`src/rtl/input_debouncer.sv`:
```
// Two-process-free debouncer: SYNC_STAGES-flop synchronizer feeding a 4-state debounce FSM.
// Define DEBOUNCE_GLITCH_CNT_EN to add the saturating glitch_count output.
module input_debouncer #(
    parameter int SYNC_STAGES     = 2,
    parameter int DEBOUNCE_CYCLES = 4
) (
    input  logic       clk,
    input  logic       reset,
    input  logic       raw_in,
    output logic       data_out
`ifdef DEBOUNCE_GLITCH_CNT_EN
    ,
    output logic [7:0] glitch_count
`endif
);

    localparam int                 CNT_W    = $clog2(DEBOUNCE_CYCLES + 1);
    localparam logic [CNT_W-1:0]   CNT_LAST = CNT_W'(DEBOUNCE_CYCLES - 1);

    typedef enum logic [1:0] {
        STABLE_LOW,
        WAIT_HIGH,
        STABLE_HIGH,
        WAIT_LOW
    } state_e;

    logic [SYNC_STAGES-1:0] sync_chain_q;
    logic                   sync_q;
    state_e                 state_q;
    logic [CNT_W-1:0]       count_q;
    logic                   data_q;

    // NOTE: sequential state uses non-blocking assignments so every flop samples pre-edge values.
    always_ff @(posedge clk or posedge reset) begin
        if (reset) begin
            sync_chain_q <= '0;
        end else begin
            sync_chain_q <= {sync_chain_q[SYNC_STAGES-2:0], raw_in};
        end
    end

    assign sync_q = sync_chain_q[SYNC_STAGES-1];

    always_ff @(posedge clk or posedge reset) begin
        if (reset) begin
            state_q <= STABLE_LOW;
            count_q <= '0;
            data_q  <= 1'b0;
        end else begin
            case (state_q)
                STABLE_LOW, STABLE_HIGH: begin
                    count_q <= '0;
                    if (sync_q != data_q) begin
                        if (DEBOUNCE_CYCLES == 1) begin
                            state_q <= data_q ? STABLE_LOW : STABLE_HIGH;
                            data_q  <= ~data_q;
                        end else begin
                            state_q <= data_q ? WAIT_LOW : WAIT_HIGH;
                            count_q <= CNT_W'(1);
                        end
                    end
                end
                default: begin
                    if (sync_q == data_q) begin
                        // Bounce rejected: fall back to where we came from.
                        state_q <= data_q ? STABLE_HIGH : STABLE_LOW;
                        count_q <= '0;
                    end else if (count_q == CNT_LAST) begin
                        state_q <= data_q ? STABLE_LOW : STABLE_HIGH;
                        data_q  <= ~data_q;
                        count_q <= '0;
                    end else begin
                        count_q <= count_q + 1'b1;
                    end
                end
            endcase
        end
    end

    assign data_out = data_q;

`ifdef DEBOUNCE_GLITCH_CNT_EN
    logic       abort;
    logic [7:0] glitch_cnt_d;
    logic [7:0] glitch_cnt_q;

    assign abort = ((state_q == WAIT_HIGH) || (state_q == WAIT_LOW)) && (sync_q == data_q);

    // NOTE: default assignment first keeps this block purely combinational (no latch).
    always_comb begin
        glitch_cnt_d = glitch_cnt_q;
        if (abort && (glitch_cnt_q != 8'hFF)) begin
            glitch_cnt_d = glitch_cnt_q + 8'd1;
        end
    end

    always_ff @(posedge clk or posedge reset) begin
        if (reset) begin
            glitch_cnt_q <= 8'd0;
        end else begin
            glitch_cnt_q <= glitch_cnt_d;
        end
    end

    assign glitch_count = glitch_cnt_q;
`endif

endmodule

```
`config.mk`:
```
export PLATFORM = sky130hd
export DESIGN_NAME = input_debouncer
export DESIGN_NICKNAME = d
export VERILOG_FILES = /design/src/rtl/input_debouncer.sv
export SDC_FILE = /design/constraint.sdc
export NUM_CORES = 1
export LEC_CHECK = 0
export BUFFER_PORTS_ARGS = -buffer_cell sky130_fd_sc_hd__buf_4
export CAP_MARGIN = 0
export CORE_AREA = 2 2 39 41
export DETAILED_ROUTE_END_ITERATION = 7
export DIE_AREA = 0 0 41 43
export GPL_ROUTABILITY_DRIVEN = 1
export PLACE_DENSITY = 0.39
export SLEW_MARGIN = 20
export SYNTH_ARGS = -nofsm -noshare
export SYNTH_HDL_FRONTEND = slang
export SYNTH_SLANG_ARGS = --single-unit
```
`constraint.sdc`:
```
create_clock -name clk -period 1.3 [get_ports clk]
set_input_delay 0.26 -clock clk [delete_from_list [all_inputs] [get_ports clk]]
set_output_delay 0.26 -clock clk [all_outputs]
set_load 0.03 [all_outputs]
```
======== Word-level counts from Yosys, hierarchy flattened ========
Index checks and enable logic that the tools add are counted.
storage, ports and cells
  register bits after elaboration ......... 8
  latch bits .............................. 0
  memory bits (writable) .................. 0
  ROM bits ................................ 0
  bits of input ports ..................... 3
  output and inout bits ................... 1
  word-level logic and storage cells ...... 29
  memories ................................ 0
operators by class
  add/sub/neg operators ................... 1
  $mul .................................... 0
  divide/modulo/power cells ............... 0
  order comparisons ....................... 0
  eq/ne operators ......................... 5
  shift operators ......................... 0
  mux-type cells .......................... 11
  bitwise logic cells ..................... 3
  reductions and logical operators ........ 5
operators by type and width
  cell                 number
  $mux 2               7
  $mux 3               3
  $add 3x1->3 const B  1
  $eq 3x2->1 const B   1
  $not 1->1            3
  $reduce_and 3->1     1
  $reduce_bool 3->1    1
  $eq 2x2->1 const B   1
  $logic_not 2->1      1
  $ne 2x2->1 const B   1
  $reduce_and 2->1     1
  $reduce_or 2->1      1
  $eq 1x1->1           1
  $mux 1               1
  $ne 1x1->1           1

======== Logic depth before layout (Yosys ltp) ========
  depth after elaboration ................. 4
  mapped depth ............................ 4
  gate-level depth less buffers ........... 4

======== Least setup slack after synthesis ========
Ideal clock, no wire load.
  kind .................................... flip-flop to flip-flop
  start ................................... register count_q[0]
  end ..................................... register data_q, in the netlist data_out
  setup time .............................. 0.128 ns
  arrival ................................. 0.978 ns
  required time ........................... 1.172 ns
  path slack .............................. 0.194 ns
  stages on the path, launching flop included .. 4
  buffers on the path ..................... 0
  clock period less this slack ............ 1.106 ns
  cells stage by stage .................... dfrtp_1 ha_1 nand3b_1 mux2_1
between the ends
  longest elaborated chain between the ends .. 2
RTL lines
  what                        line  RTL
  start, declared             30    logic [CNT_W-1:0] count_q;
  start signal, assigned      73    count_q <= count_q + 1'b1;
  $eq 3x2->1                  68    end else if (count_q == CNT_LAST) begin
  $reduce_and 3->1 (no line)  -
  end signal, assigned        56    data_q <= ~data_q;
  end signal, assigned        70    data_q <= ~data_q;
  end, declared               31    logic data_q;
Every way passes these cells.
A chain may end at the register's enable or synchronous reset.

======== Final worst setup path ========
Same ends and word-level chain as after synthesis.

==> results.yml <==
run_status:
  outcome: "finished clean"
logic_synthesis:
  synth_area_leaders: "dfrtp_1, nor3b_2, and2_1"
  synth.distinct_cells: 11
  syn_avg_cell_area_um2: 14.3
  synth_edf_count: 0
  yosys_warnings: 0
  synthFlopType: "dfrtp_1"
  syn_inst: 19
  ys_seq_area_share_pct: 64.5
  yosys.area.top_type: "dfrtp_1"
  ys_top_cells_by_count: "dfrtp_1, and2_1, nor3b_2"
  netlist.area_leader.share_pct: 64.5
  synth.most_common_cell: "dfrtp_1"
  synth_fp_nets: 23
  synthArstFlopShare_pct: 100
  synth_seq_cells: 7
  synth_area_um2: 272
power_and_ir_drop:
  finalPower_uw: 713
  p_sw_uw: 218
  peakVddDrop_mv: 0.615
  internal_power_uw: 495
  power_frac_clock_pct: 27.6
  power_density_nw_per_um2: 2040
  p_leak_nw: 0.164
  netSwitchingFraction_pct: 30.6
  comb_power_share_pct: 27.5
  power_frac_seq_pct: 44.9
drt:
  first_iter_violations: 1
  routed-via-count: 161
  wire_per_inst_um: 8.84
  drc: 0
  wl_um: 380
  ant_nets: 0
  drt_pre_antenna_iters: 2
  viasPerCell: 3.74
worst_setup_path:
  path_cells: "ha_1 -> nand3b_1 -> mux2_1"
  cp_slowest_stage_delay_ns: 0.37
  crit_family: "flip-flops"
  start_kind: "register"
  critPathMaxFanout: 3
  crit_path_top_delay_cell: "dfrtp_1"
  critical_path_required_ns: 1.43
  arrival_ns: 1.30
  endpoint_kind: "register"
  critPathKind: "reg2reg"
  crit_start: "count_q[0]"
  r2r_start: "count_q[0]"
  critPathBufInv: 0
min_path:
  worstHoldPathType: "in2reg"
  hold_path.startpoint: "raw_in"
place:
  portBuffers: 3
  dp_cells: 38
  gp_congestion: 0.601
  post-place-ws_ns: 0.119
  hpwl_um: 304
die:
  core_um2: 1380
  fp.dieW_um: 41
  initial_core_util_pct: 19.6
  die_h_um: 43
  rows: 14
  dieArea_um2: 1760
  io_pins: 4
timing:
  fin_crit_ns: 1.17
  setup_ws_ns: 0.134
  hold_violations: 0
  fin_crit_sh_pct: 89.7
  final-setup-viol-count: 0
  tightestPinTransition_ns: 0.266
  fmax_ghz: 0.858
  skew_ns: 0.00228
  maxSlewViolCount: 0
  slew_headroom_pct: 82.2
  tns_ns: 0
  rsz0062_at_grt: "false"
cts:
  ctsResizeCount: 0
  cts_made_buffers: 3
  clk_path_buf_depth: 2
  htreeDepth: 1
  cts.clk_slew.worst_paths_ns: 0.05
  cts_tree: "done"
  clk-insertion-delay-late_ns: 0.25
  cts_sinks: 7
  cts_root_buffer: "clkbuf_4"
  post_cts_buffers: 0
  ctsHoldBuffers: 1
final_layout:
  num_antenna_cells: 0
  syn_to_final_growth_pct: 29.0
  instances_no_fill: 43
  layout-drive-gt1-share_pct: 29.6
  layout.nets: 32
global_routing:
  grt_usage_pct: 6.00
  grt_pass1_vias: 175
  antenna_found_initial: 0
  grt_overflow_total: 0
  grt_max_degree: 8
  grt_pass1_wl_um: 621
run:
  cap_violations: 0
power groups by stage:
stage / Combinational [mW] / Clock, mW / Sequential [mW]
3_3_place_gp: 0.195 / 0 / 0.326
6_report: 0.196 / 0.197 / 0.320
2_1_floorplan: 0.118 / 0 / 0.346
3_5_place_dp: 0.198 / 0 / 0.327
5_1_grt: 0.215 / 0.216 / 0.332
4_1_cts: 0.200 / 0.207 / 0.323
worst register-to-register path, cell delays in order (launching register included):
cell,delay [ns]
dfrtp_1,0.37
ha_1,0.23
nand3b_1,0.12
mux2_1,0.32
through the flow:
stage | instance area [um^2] | util, % | hold slack (ns)
floorplan | 272 | - | 0.0634
global placement | 314 | 22.7 | 0.205
detailed placement | 314 | 22.7 | 0.208
CTS | 350 | 25.3 | 0.108
global route | 350 | 25.3 | 0.107
finish | 350 | 25.3 | 0.117
worst paths after layout:
check	cells after the start	slack (ns)	endpoint
max	3	0.13	data_out
max reg2reg	3	0.13	data_out
min in group asynchronous	3	0.49	sync_chain_q[0]
max in group asynchronous	3	0.60	count_q[2]
min	1	0.12	sync_chain_q[0]
min reg2reg	0	0.35	sync_chain_q[1]
placed cells by master, fill, tap and decap left out:
master,count
nand3b_1,1
dlygate4sd3_1,1
dfrtp_1,7
mux2_1,1
buf_4,3
nand2_1,1
clkbuf_4,3
xor2_1,1
nor3b_2,2
o21ai_0,1
nor2b_1,1
inv_1,1
ha_1,1
and2_1,2
clkbuf_1,1
state kept, by name (all words and copies together) (netlist names):
signal,flops
data_out,1
sync_chain_q,2
count_q,3
state_q,1
cell type report:
type,instances,area (um^2)
flip-flops and latches,7,175
well taps,16,20.0
inverters,1,3.75
multi-input cells,11,92.6
clock buffers,4,26.3
fillers,145,1030
repair buffers,4,32.5
per-layer routing:
| layer | routed length [um] | vias to the layer above | part of all wire (%) | GRT usage, % |
|---|---|---|---|---|
| met1 | 161 | 78 | 42 | 4.68 |
| li1 | - | 77 | - | - |
| met3 | 16 | 2 | 4.2 | 1.57 |
| met5 | 0 | - | 0 | 0 |
| met4 | 8 | 0 | 2.1 | 10.0 |
| met2 | 194 | 4 | 51 | 8.44 |
kinds of logic (layout without fill, tap and decap cells):
logic type / count (synthesis) / in the layout / synth area share [%]
buffers and inverters: 1 / 9 / 1.38
adders and majority gates: 1 / 1 / 4.61
muxes: 1 / 1 / 4.15
AOI/OAI and AO/OA: 1 / 1 / 1.84
xor gates and xnor gates: 1 / 1 / 3.23
DFF: 7 / 7 / 64.5
and+or+nand+nor: 7 / 7 / 20.3
Note: power is estimated with default switching activity, not from simulation.
